[config.mk]
export PLATFORM = sky130hd
export DESIGN_NAME = cpu_step_1_flat
export DESIGN_NICKNAME = d
export VERILOG_FILES = /design/src/rtl/cpu_step_1_if.sv /design/src/rtl/cpu_step_1.sv /design/src/flat_wrapper.sv
export SDC_FILE = /design/constraint.sdc
export NUM_CORES = 1
export LEC_CHECK = 0
export CAP_MARGIN = 10
export CORE_ASPECT_RATIO = 0.7
export CORE_MARGIN = 10
export CORE_UTILIZATION = 46
export CTS_BUF_LIST = sky130_fd_sc_hd__clkbuf_16
export DETAILED_ROUTE_END_ITERATION = 8
export PLACE_DENSITY = 0.82
export REMOVE_ABC_BUFFERS = 1
export SLEW_MARGIN = 10
export SYNTH_ARGS = -nofsm -noshare
export SYNTH_HDL_FRONTEND = slang
export SYNTH_SLANG_ARGS = --single-unit
[constraint.sdc]
create_clock -name clk -period 1.86 [get_ports clk]
set_input_delay 0.186 -clock clk [delete_from_list [all_inputs] [get_ports clk]]
set_output_delay 0.186 -clock clk [all_outputs]
set_load 0.005 [all_outputs]
[src/rtl/cpu_step_1_if.sv]
// rtl/cpu_step_1_if.sv - instruction-memory fetch bus between the fetch stage and imem.
interface cpu_step_1_if #(
  parameter int WIDTH = 32
);
  logic             imem_req;
  logic [WIDTH-1:0] imem_addr;
  logic             imem_ack;
  logic [WIDTH-1:0] imem_rdata;

  modport master (
    output imem_req,
    output imem_addr,
    input  imem_ack,
    input  imem_rdata
  );

  modport slave (
    input  imem_req,
    input  imem_addr,
    output imem_ack,
    output imem_rdata
  );
endinterface

[src/rtl/cpu_step_1.sv]
// rtl/cpu_step_1.sv - instruction fetch stage feeding the IF/ID register.
// Handles wait states, decode stalls via a one-word hold buffer, and redirects.
module cpu_step_1 #(
  parameter int               WIDTH    = 32,
  parameter logic [WIDTH-1:0] RESET_PC = 32'h0000_0000
) (
  input  logic             clk,
  input  logic             rst,
  input  logic             stall,
  input  logic             redirect,
  input  logic [WIDTH-1:0] redirect_pc,
  cpu_step_1_if.master     imem,
  output logic [WIDTH-1:0] instr_step_2,
  output logic [WIDTH-1:0] pc_step_2,
  output logic             valid_step_2
);

  typedef enum logic [1:0] {
    IDLE  = 2'd0,
    FETCH = 2'd1,
    HOLD  = 2'd2,
    DROP  = 2'd3
  } state_t;

  state_t           r_state;
  logic [WIDTH-1:0] r_pc;
  logic [WIDTH-1:0] r_pending;
  logic [WIDTH-1:0] r_buf;
  logic [WIDTH-1:0] r_instr;
  logic [WIDTH-1:0] r_pc2;
  logic             r_valid;

  state_t           w_state_nxt;
  logic [WIDTH-1:0] w_pc_nxt;
  logic [WIDTH-1:0] w_pending_nxt;
  logic [WIDTH-1:0] w_buf_nxt;
  logic [WIDTH-1:0] w_instr_nxt;
  logic [WIDTH-1:0] w_pc2_nxt;
  logic             w_valid_nxt;

  logic             w_req;
  logic             w_ack;
  logic [WIDTH-1:0] w_redir_pc;
  logic [WIDTH-1:0] w_pc_inc;

  // DROP keeps presenting the old pc so the outstanding access can complete.
  assign w_req      = (r_state == FETCH) || (r_state == DROP);
  assign w_ack      = imem.imem_ack & w_req;
  assign w_redir_pc = {redirect_pc[WIDTH-1:2], 2'b00};
  assign w_pc_inc   = r_pc + WIDTH'(4);

  assign imem.imem_req  = w_req;
  assign imem.imem_addr = r_pc;

  assign instr_step_2 = r_instr;
  assign pc_step_2    = r_pc2;
  assign valid_step_2 = r_valid;

  always_ff @(posedge clk or negedge rst) begin
    if (!rst) begin
      r_state   <= IDLE;
      r_pc      <= RESET_PC;
      r_pending <= '0;
      r_buf     <= '0;
      r_instr   <= '0;
      r_pc2     <= '0;
      r_valid   <= 1'b0;
    end else begin
      r_state   <= w_state_nxt;
      r_pc      <= w_pc_nxt;
      r_pending <= w_pending_nxt;
      r_buf     <= w_buf_nxt;
      r_instr   <= w_instr_nxt;
      r_pc2     <= w_pc2_nxt;
      r_valid   <= w_valid_nxt;
    end
  end

  always_comb begin
    w_state_nxt   = r_state;
    w_pc_nxt      = r_pc;
    w_pending_nxt = r_pending;
    w_buf_nxt     = r_buf;
    w_instr_nxt   = r_instr;
    w_pc2_nxt     = r_pc2;
    w_valid_nxt   = r_valid;

    case (r_state)
      IDLE: begin
        w_state_nxt = FETCH;
      end

      FETCH: begin
        if (redirect) begin
          w_instr_nxt = '0;
          w_valid_nxt = 1'b0;
          if (w_ack) begin
            w_pc_nxt = w_redir_pc;
          end else begin
            w_pending_nxt = w_redir_pc;
            w_state_nxt   = DROP;
          end
        end else if (w_ack) begin
          if (stall) begin
            w_buf_nxt   = imem.imem_rdata;
            w_state_nxt = HOLD;
          end else begin
            w_instr_nxt = imem.imem_rdata;
            w_pc2_nxt   = r_pc;
            w_valid_nxt = 1'b1;
            w_pc_nxt    = w_pc_inc;
          end
        end else if (!stall) begin
          w_instr_nxt = '0;
          w_valid_nxt = 1'b0;
        end
      end

      HOLD: begin
        // r_pc still addresses the buffered word; it advances only on delivery.
        if (redirect) begin
          w_buf_nxt   = '0;
          w_pc_nxt    = w_redir_pc;
          w_instr_nxt = '0;
          w_valid_nxt = 1'b0;
          w_state_nxt = FETCH;
        end else if (!stall) begin
          w_instr_nxt = r_buf;
          w_pc2_nxt   = r_pc;
          w_valid_nxt = 1'b1;
          w_pc_nxt    = w_pc_inc;
          w_state_nxt = FETCH;
        end
      end

      DROP: begin
        w_instr_nxt = '0;
        w_valid_nxt = 1'b0;
        if (w_ack) begin
          w_pc_nxt    = redirect ? w_redir_pc : r_pending;
          w_state_nxt = FETCH;
        end else if (redirect) begin
          w_pending_nxt = w_redir_pc;
        end
      end

      default: begin
        w_state_nxt = IDLE;
      end
    endcase
  end

endmodule

[src/flat_wrapper.sv]
// flat-port wrapper written by rule: the top's interface ports become plain ports
module cpu_step_1_flat 
#(
  parameter int               WIDTH    = 32,
  parameter logic [WIDTH-1:0] RESET_PC = 32'h0000_0000
)
  (clk, rst, stall, redirect, redirect_pc, instr_step_2, pc_step_2, valid_step_2, imem_imem_req, imem_imem_addr, imem_imem_ack, imem_imem_rdata);
  cpu_step_1_if #(.WIDTH(WIDTH)) imem_i ();
  input  logic clk;
  input  logic rst;
  input  logic stall;
  input  logic redirect;
  input  logic [WIDTH-1:0] redirect_pc;
  output logic [WIDTH-1:0] instr_step_2;
  output logic [WIDTH-1:0] pc_step_2;
  output logic valid_step_2;
  output wire logic [$bits(imem_i.imem_req)-1:0] imem_imem_req;
  output wire logic [$bits(imem_i.imem_addr)-1:0] imem_imem_addr;
  input wire logic [$bits(imem_i.imem_ack)-1:0] imem_imem_ack;
  input wire logic [$bits(imem_i.imem_rdata)-1:0] imem_imem_rdata;
  assign imem_imem_req = imem_i.imem_req;
  assign imem_imem_addr = imem_i.imem_addr;
  assign imem_i.imem_ack = imem_imem_ack;
  assign imem_i.imem_rdata = imem_imem_rdata;
  cpu_step_1 #(.WIDTH(WIDTH), .RESET_PC(RESET_PC)) u_core (.clk(clk), .rst(rst), .stall(stall), .redirect(redirect), .redirect_pc(redirect_pc), .imem(imem_i), .instr_step_2(instr_step_2), .pc_step_2(pc_step_2), .valid_step_2(valid_step_2));
endmodule
After elaboration in Yosys (flattened, before gate mapping)

Index checks and enable logic that the tools add are counted.

Register bits: 163
Input port bits: 69
Output and inout port bits: 98
Word-level logic and storage cells: 82

$add $sub $neg: 1
Equality and inequality tests: 18
Mux-type cells: 43
Bitwise operators: 1
Reductions and logical operators: 12

Operators by type and width:

| cell                    | count |
|---|---|
| $mux W32                | 24 |
| $pmux W32 S2            | 3 |
| $pmux W32 S3            | 2 |
| $add A32 B3 Y32 const B | 1 |
| $mux W2                 | 7 |
| $ne A2 B2 Y1 const B    | 7 |
| $ne A3 B3 Y1 const B    | 4 |
| $reduce_and A5 Y1       | 2 |
| $pmux W2 S4             | 1 |
| $reduce_and A4 Y1       | 2 |
| $reduce_and A3 Y1       | 2 |
| $mux W1                 | 5 |
| $eq A2 B2 Y1 const B    | 2 |
| $ne A2 B1 Y1 const B    | 2 |
| $ne A4 B3 Y1 const B    | 1 |
| $reduce_bool A2 Y1      | 2 |
| $ne A3 B2 Y1 const B    | 1 |
| $pmux W1 S3             | 1 |
| $reduce_bool A3 Y1      | 1 |
| $eq A2 B1 Y1 const B    | 1 |
| $logic_not A2 Y1        | 1 |
| $reduce_and A2 Y1       | 1 |
| $and A1 B1 Y1           | 1 |
| $logic_or A1 B1 Y1      | 1 |

Longest topological paths before layout

Depth after elaboration: 6
Gate-level depth with buffers: 8
Mapped depth without buffers: 6

Worst setup path after synthesis

No wires, ideal clock.

Path type: flip-flop to flip-flop
Start: register u_core.r_pc[3], in the netlist u_core.imem.imem_addr[3]
End: register u_core.r_pc[20], in the netlist u_core.imem.imem_addr[20]
Library setup time: 0.126 ns
Arrival: 1.669 ns
Required time: 1.734 ns
Path slack: 0.065 ns
Stages on the path, launching flop included: 8
Buffers on the path: 1
Clock period less this slack: 1.795 ns
Cells stage by stage: dfrtp_1 -> ha_1 -> nand4_1 -> nor3_1 -> buf_2 -> nand4_1 -> a221oi_1 -> nor2_1

Cells in the longest elaborated chain, start to end: 5
Elaborated cells between the ends (all ways): 6
Classes of those cells: add/sub (1); mux (5)

RTL lines:

| element                | RTL line                             | source |
|---|---|---|
| start, declared        | cpu_step_1.sv:26                     | `logic [WIDTH-1:0] r_pc;` |
| start signal, assigned | cpu_step_1.sv:70                     | `r_pc <= w_pc_nxt;` |
| $add A32 B3 Y32 *      | cpu_step_1.sv:50                     | `assign w_pc_inc = r_pc + WIDTH'(4);` |
| $mux W32 *             | cpu_step_1.sv:104, cpu_step_1.sv:127 |  |
| $mux W32               | cpu_step_1.sv:103                    | `end else if (w_ack) begin` |
| $mux W32               | cpu_step_1.sv:94                     | `if (redirect) begin` |
| $pmux W32 S3 *         | cpu_step_1.sv:88                     | `case (r_state)` |

Mark *: on every way between the ends. The rest lies on a longest branch, timed or not. The select of a mux whose other input is x is not followed.
A chain may end at the register's enable or synchronous reset.

Worst setup path in the final report

Start: register u_core.r_pc[19], in the netlist u_core.imem.imem_addr[19]
End: register u_core.r_pc[27], in the netlist u_core.imem.imem_addr[27]

Same word-level chain as after synthesis.

==> results.md <==
| Step | Item | Value |
| --- | --- | --- |
| run status | Result of the run | complete, no violations |
| placement | I/O Buffers | 164 |
| hold path | Path class of the lowest-slack min-delay path | in -> async |
| global route | Total global-route track usage | 20.7% |
| setup path | Critical-path top delay cell | dfrtp_1 |
| sta | Min setup slack post-route | 14.5 ps |
| cts | Number of clock sinks seen by CTS | 163 |
| cts | Clock root buffer master | clkbuf_16 |
| cells and area | Most common cell after layout, fill and taps aside | dfrtp_1 |
| routing | DRC violation total after the first TritonRoute iteration | 747 |
| cts | Buffer depth of the longest clock path | 2 |
| routing | Post-detailed-route wirelength per cell | 20.0 µm |
| logic synthesis | Post-Syn Area | 7490 µm² |
| setup path | Number of buffer and inverter stages on the critical path | 1 |
| cells and area | Register Area | 4080 µm² |
| die | Placeable core area | 15700 µm² |
| cells and area | Net count reported at finish | 984 |
| cts | Cts bufs inserted | 17 |
| sta | Final slew viol count | 0 |
| logic synthesis | EDFF count, synth | 0 |
| routing | Count of nets left with antenna violations after detail routing | 0 |
| routing | Final routed wirelength across all metal layers | 23.0 mm |
| placement | Half-perimeter wire length of the detailed placement result | 15.7 mm |
| run | Number of violations of the max-capacitance limit | 0 |
| power | Pwr dens | 1180 nW/µm² |
| cells and area | Filler cell count | 1212 |
| logic synthesis | Unique masters post-synth | 54 |
| cells and area | Multi-input combinational cell area | 3160 µm² |
| die | Die X-Extent | 172 µm |
| routing | Post-route DRC | 0 |
| logic synthesis | Syn Inst Count | 710 |
| setup path | Delay contributed by the slowest stage of the critical path | 450 ps |
| die | Rows | 38 |
| global route | Initial antenna violation count | 1 |
| cts | Max H-tree Level | 4 |
| global route | First-pass GRT wire length | 36.1 mm |
| setup path | Depth of the most critical reg-to-reg path | 6 |
| sta | Total negative slack | 0 ps |
| setup path | Total stage count of the critical path | 6 |
| placement | Final GP Congestion | 0.900 |
| global route | Via count of the first global-routing pass | 6592 |
| setup path | Crit. End Element | register |
| die | Floorplan die area | 21900 µm² |
| sta | Least-Margin Pin Slew | 452 ps |
| die | Die Y-Extent | 127 µm |
| setup path | Arrival time reported for the critical path endpoint | 2210 ps |
| sta | Headroom to the max-slew limit | 69.6% |
| routing | Detailed Routing Iterations Pass 1 | 5 |
| cells and area | Ratio of cells with drive above 1 in the final layout | 19.6% |
| setup path | Worst path required time | 2220 ps |
| logic synthesis | Number of synthesized register bits | 163 |
| sta | Post-route clock skew | 8.56 ps |
| die | Starting density of the core | 47.6% |
| cts | Insertion delay of the later-clocked pin in the worst-skew pair | 430 ps |
| sta | Number of hold violations in the final report | 0 |
| sta | Minimum hold slack | 240 ps |
| power | Worst-case vdd ir drop | 0.707 mV |
| cts | Clock-pin slew reported for the worst setup and hold paths after clock tree synthesis | 70 ps |
| logic synthesis | Mean cell area of the mapped netlist | 10.5 µm² |
| sta | Setup repair after global routing missed its margin | true |
| logic synthesis | Part of the Yosys area used for sequential elements | 54.5% |
| die | I/O pin cnt | 167 |
| routing | Via density per instance | 5.76 |
| cells and area | Most used cells in the layout excluding fill and tap cells | dfrtp_1 (163), clkdlybuf4s50_1 (162), a21oi_1 (66) |
| setup path | Sort of element at the start of the critical path | register |
| routing | Detailed-route via count | 6613 |
| cells and area | Growth of design area from synthesis to finish | 42.0% |
| global route | Pin count of the biggest net entering global routing | 74 |
| logic synthesis | Fraction of registers with async set or reset after synthesis | 100% |
| setup path | Crit Path Max Fanout | 5 |
| sta | Crit path time final | 1850 ps |
| logic synthesis | Ys Warns | 0 |
| cts | Clock tree from TritonCTS | yes |
| logic synthesis | Commonest register cell after synthesis | dfrtp_1 |
| sta | Period utilization | 99.2% |
| placement | Post-placement setup slack | -177 ps |
| setup path | Family of cells with the greatest summed delay on the critical path | simple AND/OR/NAND/NOR gates |
| sta | Fmax | 542 MHz |
| sta | Finish-stage setup viols | 0 |
| setup path | Type of the worst setup path | reg -> reg |
| global route | Remaining global-route overflow | 0 |
| power | Leak pwr | 4.62 nW |
| setup path | Cell-by-cell trace of the critical path | nand2_1, nor4_1, buf_4, nand2_2, or4_1, nand3_1 |
[synth_stat cells (3+ instances only)]
library cell / count / area share (%)
a211oi_1: 6 / 0.60
a21oi_1: 66 / 4.4
a22o_1: 34 / 4.0
a22oi_1: 32 / 3.2
a31oi_1: 13 / 1.1
a32o_1: 3 / 0.40
a41oi_1: 4 / 0.47
and2_1: 5 / 0.42
and3_1: 11 / 0.92
and4_1: 3 / 0.35
buf_1: 11 / 0.55
buf_2: 14 / 0.94
buf_6: 4 / 0.60
clkbuf_1: 25 / 1.3
dfrtp_1: 163 / 54
inv_1: 7 / 0.35
mux2_2: 57 / 8.6
nand2_1: 60 / 3.0
nand2b_1: 3 / 0.25
nand3_1: 13 / 0.87
nand4_1: 10 / 0.84
nor2_1: 63 / 3.2
nor3_1: 6 / 0.40
o21ai_0: 56 / 3.7
o22ai_1: 3 / 0.25
[stage by stage]
step           total power [mW]  util, %  cell area, µm²  cells
4_1_cts                    12.5     66.8           10500   1138
6_report                   12.5     67.5           10600   1148
3_3_place_gp               8.38     62.5            9840   1105
3_5_place_dp               8.53     62.5            9840   1105
2_1_floorplan              6.23        -            7220    654
5_1_grt                    13.1     67.5           10600   1148
[registers in the layout, indices dropped and copies added (netlist names)]
register,cells
u_core.r_buf,32
u_core.r_pending,32
u_core.imem.imem_addr,32
u_core.valid_step_2,1
u_core.pc_step_2,32
u_core.instr_step_2,32
u_core.r_state,2
[routing by layer]
layer  part of all wire, %  track usage (%)
met4                   1.8             7.18
met2                    46             30.8
met3                   8.2             5.27
met1                    44             28.7
met5                     0                0
[report_power, final]
group,switching [mW],internal (mW),total (mW),leakage [nW]
sequential,0.557,4.39,4.95,2.04
clock,1.55,2.42,3.97,0.318
combinational,1.49,2.08,3.58,2.26
total,3.60,8.90,12.5,4.62
[layout make-up]
type                       count  area share, %
antenna                        1         0.0235
clock buffer                  17           4.00
clock inverter                15           2.24
inverter                       7          0.247
multi-input combinational    484           29.7
sequential                   163           38.4
tap                          220           2.59
timing repair buffer         241           22.8
[final timing paths]
check	slack (ps)	start	end
min	240	rst	u_core.pc_step_2[29]
max reg2reg	10	u_core.imem.imem_addr[19]	u_core.imem.imem_addr[27]
min reg2reg	500	u_core.r_pending[0]	u_core.r_pending[0]
max	10	u_core.imem.imem_addr[19]	u_core.imem.imem_addr[27]
min in group clk	390	imem_imem_rdata[1]	u_core.r_buf[1]
max in group asynchronous	880	rst	u_core.instr_step_2[27]
[what timing repair did]
item / 4_1_cts / 5_1_grt
endpoints found under the hold margin: 42 / 0
hold buffers: 1 / 0
resized for setup: 0 / 12
buffers inserted: 0 / 9
setup endpoints to repair: 0 / 11
[worst register-to-register path, delay by kind of cell, from the launching register on]
family / cells / cell delay [ps]
flops: 1 / 450
simple gates: 5 / 1150
buf+inv: 1 / 200
[kinds of logic (layout without fill, tap and decap cells)]
kind of cell    count (synthesis)  after routing  share of synthesized area (%)
mux                            59             59                           8.84
buf+inv                        63            280                           3.86
flops                         163            163                           54.5
simple gates                  184            184                           11.7
compound gates                235            235                           20.4
xor+xnor                        4              4                          0.468
fa+ha+maj                       2              2                          0.301
other cells                     0              1                              0
(Power assumes the default switching activity.)
==> patch 1, RTL diff (same settings) <==
Re-encode `state_t` (4 states) as one-hot, 4 bits wide.
--- a/src/rtl/cpu_step_1.sv
+++ b/src/rtl/cpu_step_1.sv
@@ -17,7 +17,7 @@
 
-  typedef enum logic [1:0] {
-    IDLE  = 2'd0,
-    FETCH = 2'd1,
-    HOLD  = 2'd2,
-    DROP  = 2'd3
+  typedef enum logic [3:0] {
+    IDLE  = 4'b0001,
+    FETCH = 4'b0010,
+    HOLD  = 4'b0100,
+    DROP  = 4'b1000
   } state_t;
Formal check against the unedited RTL: same outputs for any inputs over 4 cycles, from zero or initial values and one cycle with rst low; so few cycles prove little.
==> patch 1 against the unedited design <==
The run now ends with negative setup slack left; hold slack better by 7.7 ps; cell area up 16%; clock skew up 4.9 ps; critical path depth down 2; synthesized area up 6.7%; worst setup slack worse by 130 ps; count of clock-buffer cells in the layout unchanged; routed wire length up 22%; first-iteration DRC count up 5.6%; sequential cell count up 2.
Power is not compared: it rests on default switching activity, and its combinational part moved more than twofold at a synthesized area within 25%.
==> patch 1: results (changes against the unedited design) <==
Area after DPL 10500 um2 (+6.8%); met2 routed WL 13200 um (+23%); final setup margin -111 ps (-125 ps); grt met1 use 0.298 (+0.0115); Netlist cell types 58 (+7.4%); Tightest Pin Transition 509 ps (+57.1 ps); DP Wirelength 17200 um (+9.5%); synth top area cells dfrtp_1 51%, mux2_4 9.8%, o21ai_0 4.8%; run status finished with violations; # fillers 1110 (-8.4%); Clock Skew 13.4 ps (+4.88 ps); final setup vio count 119 (+119); clk buf depth 2 (unchanged); GPL Wtd Cong 0.896 (-0.46%); top post-synthesis cells by count 164 x dfrtp_1, 82 x nand2_1, 77 x o21ai_0; Num CTS Buffers 17 (unchanged); initial antenna violation count 0 (-1); reg2reg end u_core.pc_step_2[7]; flops & latches, synth 165 (+1.2%); CTS resizes 123 (+123); hold depth 3; R2R depth 4 (-2); DR WL met3 2560 um (+37%); Final nets 1055 (+7.2%); n_diodes 0 (-1); DR pass1 iterations 6 (+1); DP Cell Count 1161 (+5.1%); worst hold slack 248 ps (+7.67 ps); final antenna-violating net count 0 (unchanged); post-CTS setup buffer count 15 (+15); met2 usage 0.359 (+0.0505); layout cells sized above 1 0.334 (+0.137); FF-to-FF Start u_core.r_state[1]; GRT Total Usage 0.226 (+0.0190); Syn Area/Cell 10.9 um2 (+3.2%); met3 Use GR 0.0635 (+0.0108); failing checks negative setup slack; Clk Latency, worst-skew pair 430 ps (about the same); vias post-DR 7392 (+12%); Routed wire per std cell 22.8 um (+14%); Leak ~0.0054 uW; register area share after synthesis 0.517 (-0.0278); Met1 Routed Length 11700 um (+17%); first-pass GRT wire length 41200 um (+14%); CP Max Fanout 15 (+10); Hold Path Class primary input to flip-flop; largest net degree at the start of global routing 55 (-26%); post-place setup slack -231 ps (-54.1 ps); Arrival @ worst endpoint 2280 ps (+70 ps); vias per cell 6.01 (+4.4%); initial DRC count 789 (+5.6%)
patch 1: cell types whose count changed in the layout (fill, tap and decap cells not counted), sizes merged, moves of 4 or more:
cell / delta
nor3: +4
nand3: -4
nor2: -35
a21oi: -35
clkinv: +8
nor4: +6
clkbuf: +5
o21a: +4
bufinv: -5
o21ai: +44
nand2: +25
buf: +46
nor3b: +5
patch 1: layout make-up:
cell class / count / area (um2) / area share
sequential: 165 / 4130 / 0.336
multi-input combinational: 502 / 4070 / 0.331
timing repair buffer: 291 / 3180 / 0.259
clock buffer: 17 / 425 / 0.0346
tap: 231 / 289 / 0.0235
clock inverter: 15 / 159 / 0.0129
inverter: 8 / 30.0 / 0.00244
patch 1: where the power goes:
group          internal [uW]  leakage (uW)  switching (uW)
Sequential              4950       0.00213            1120
Clock                   1800      0.000286            1680
Combinational           4320       0.00298            3110
Total                  11100       0.00540            5900
patch 1: cells by family after synthesis:
group | share of synthesized area
xor+xnor | 0.00439
simple gates | 0.121
fa+ha+maj | 0.00157
flops | 0.517
compound gates | 0.200
buf+inv | 0.0425
mux | 0.114
patch 1: how the worst max path moves through the flow:
stage / endpoint / slack, ps / startpoint / cells past startpoint
final: u_core.pc_step_2[7] / -110 / u_core.r_state[1] / 4
after global routing: imem_imem_req / -170 / u_core.r_state[3] / 5
after CTS: u_core.pc_step_2[7] / -100 / u_core.r_state[2] / 5
after detailed placement: u_core.imem.imem_addr[10] / -230 / u_core.r_state[2] / 9
after global placement: u_core.pc_step_2[0] / -140 / u_core.r_state[3] / 4
after floorplan: u_core.instr_step_2[0] / -1580 / u_core.r_state[0] / 4
patch 1: critical path, stage by stage, from the launching register on:
cell     delay (ps)
dfrtp_1         420
or4b_4          560
a211o_4         370
buf_12          170
mux2_4          310
==> patch 2, RTL diff (config.mk and constraints unchanged) <==
Without the edit above. `WIDTH` is set to 32 in 3 places; all go to 28.
--- a/src/rtl/cpu_step_1_if.sv
+++ b/src/rtl/cpu_step_1_if.sv
@@ -2,3 +2,3 @@
 interface cpu_step_1_if #(
-  parameter int WIDTH = 32
+  parameter int WIDTH = 28
 );
--- a/src/rtl/cpu_step_1.sv
+++ b/src/rtl/cpu_step_1.sv
@@ -3,3 +3,3 @@
 module cpu_step_1 #(
-  parameter int               WIDTH    = 32,
+  parameter int               WIDTH    = 28,
   parameter logic [WIDTH-1:0] RESET_PC = 32'h0000_0000
--- a/src/flat_wrapper.sv
+++ b/src/flat_wrapper.sv
@@ -3,3 +3,3 @@
 #(
-  parameter int               WIDTH    = 32,
+  parameter int               WIDTH    = 28,
   parameter logic [WIDTH-1:0] RESET_PC = 32'h0000_0000
Interface: changed (5 resized); port bits go from 167 to 147. No check against the original RTL was run, so the function may have changed too.
==> patch 2 against the unedited design <==
Synthesized area shrank 5.8%; cell area is 9.0% lower; worst setup slack improved by 75 ps; fmax grew 4.2%; non-clock buffer count shrank 39; total power decreased by 10%; sequential cell count is 20 lower; clock power is 4% lower; synthesized cell count down 2.4%; final cell count decreased by 7.3%; hold slack worse by 37 ps; routed wire length is 11% lower; combinational power decreased by 15%.
==> patch 2: results (changes against the unedited design) <==
final cell count without fillers 1064 (-7.3%); run status finished clean; Final nets 917 (-6.8%); top post-synthesis cells by count 143 x dfrtp_1, 122 x nand2_1, 66 x o21ai_0; number of sequential cells 143 (-12%); Leak 0.00413 uW (-10%); R2R depth 5 (-1); Clock Skew 13.2 ps (+4.63 ps); Critical Path Start u_core.imem.imem_addr[8]; register area 3580 um2 (-12%); #MultiIn Comb 481 (-0.62%); Synth Area in Compound Gates 0.189 (-0.0145); initial DRC count 593 (-21%); GRT Total Usage 0.197 (-0.0106); met3 Use GR 0.0568 (+0.00407); reg2reg end u_core.pc_step_2[5]; CP Max Fanout 8 (+3); met2 usage 0.305 (-0.00298); multiplexer share of the synthesized area 0.0934 (+0.00496); # fillers 1193 (-1.6%); Arrival @ worst endpoint 1580 ps (-630 ps); bufs w/o clock 202 (-16%); DR WL met3 1700 um (-9.5%); # port buffers 144 (-12%); WS Path Type flip-flop to output port; combinational power share 0.272 (-0.014); inverters 10 (+3); largest net degree at the start of global routing 57 (-23%)
## patch 2: changes by cell type after synthesis, moves of 8 or more
cell | unedited run | this run
nand3_1 | 13 | 26
o31ai_1 | 0 | 31
a21oi_1 | 66 | 11
dfrtp_1 | 163 | 143
buf_1 | 11 | 2
o21ai_0 | 56 | 66
buf_2 | 14 | 33
nor2_1 | 63 | 13
a22o_1 | 34 | 1
clkbuf_1 | 25 | 17
nand2_1 | 60 | 122
## patch 2: repair_timing
| action | in CTS | in global routing |
|---|---|---|
| hold buffers | 1 | 0 |
| hold endpoints to repair | 44 | 0 |
| resized for setup | 1 | 5 |
| endpoints found under the setup margin | 1 | 8 |
## patch 2: through the flow
step | cell area (um2) | setup WS, ps
2_1_floorplan | 6750 | -1750
3_3_place_gp | 8990 | -165
3_5_place_dp | 8990 | -203
4_1_cts | 9660 | 49.8
5_1_grt | 9680 | 3.87
6_report | 9680 | 89.4
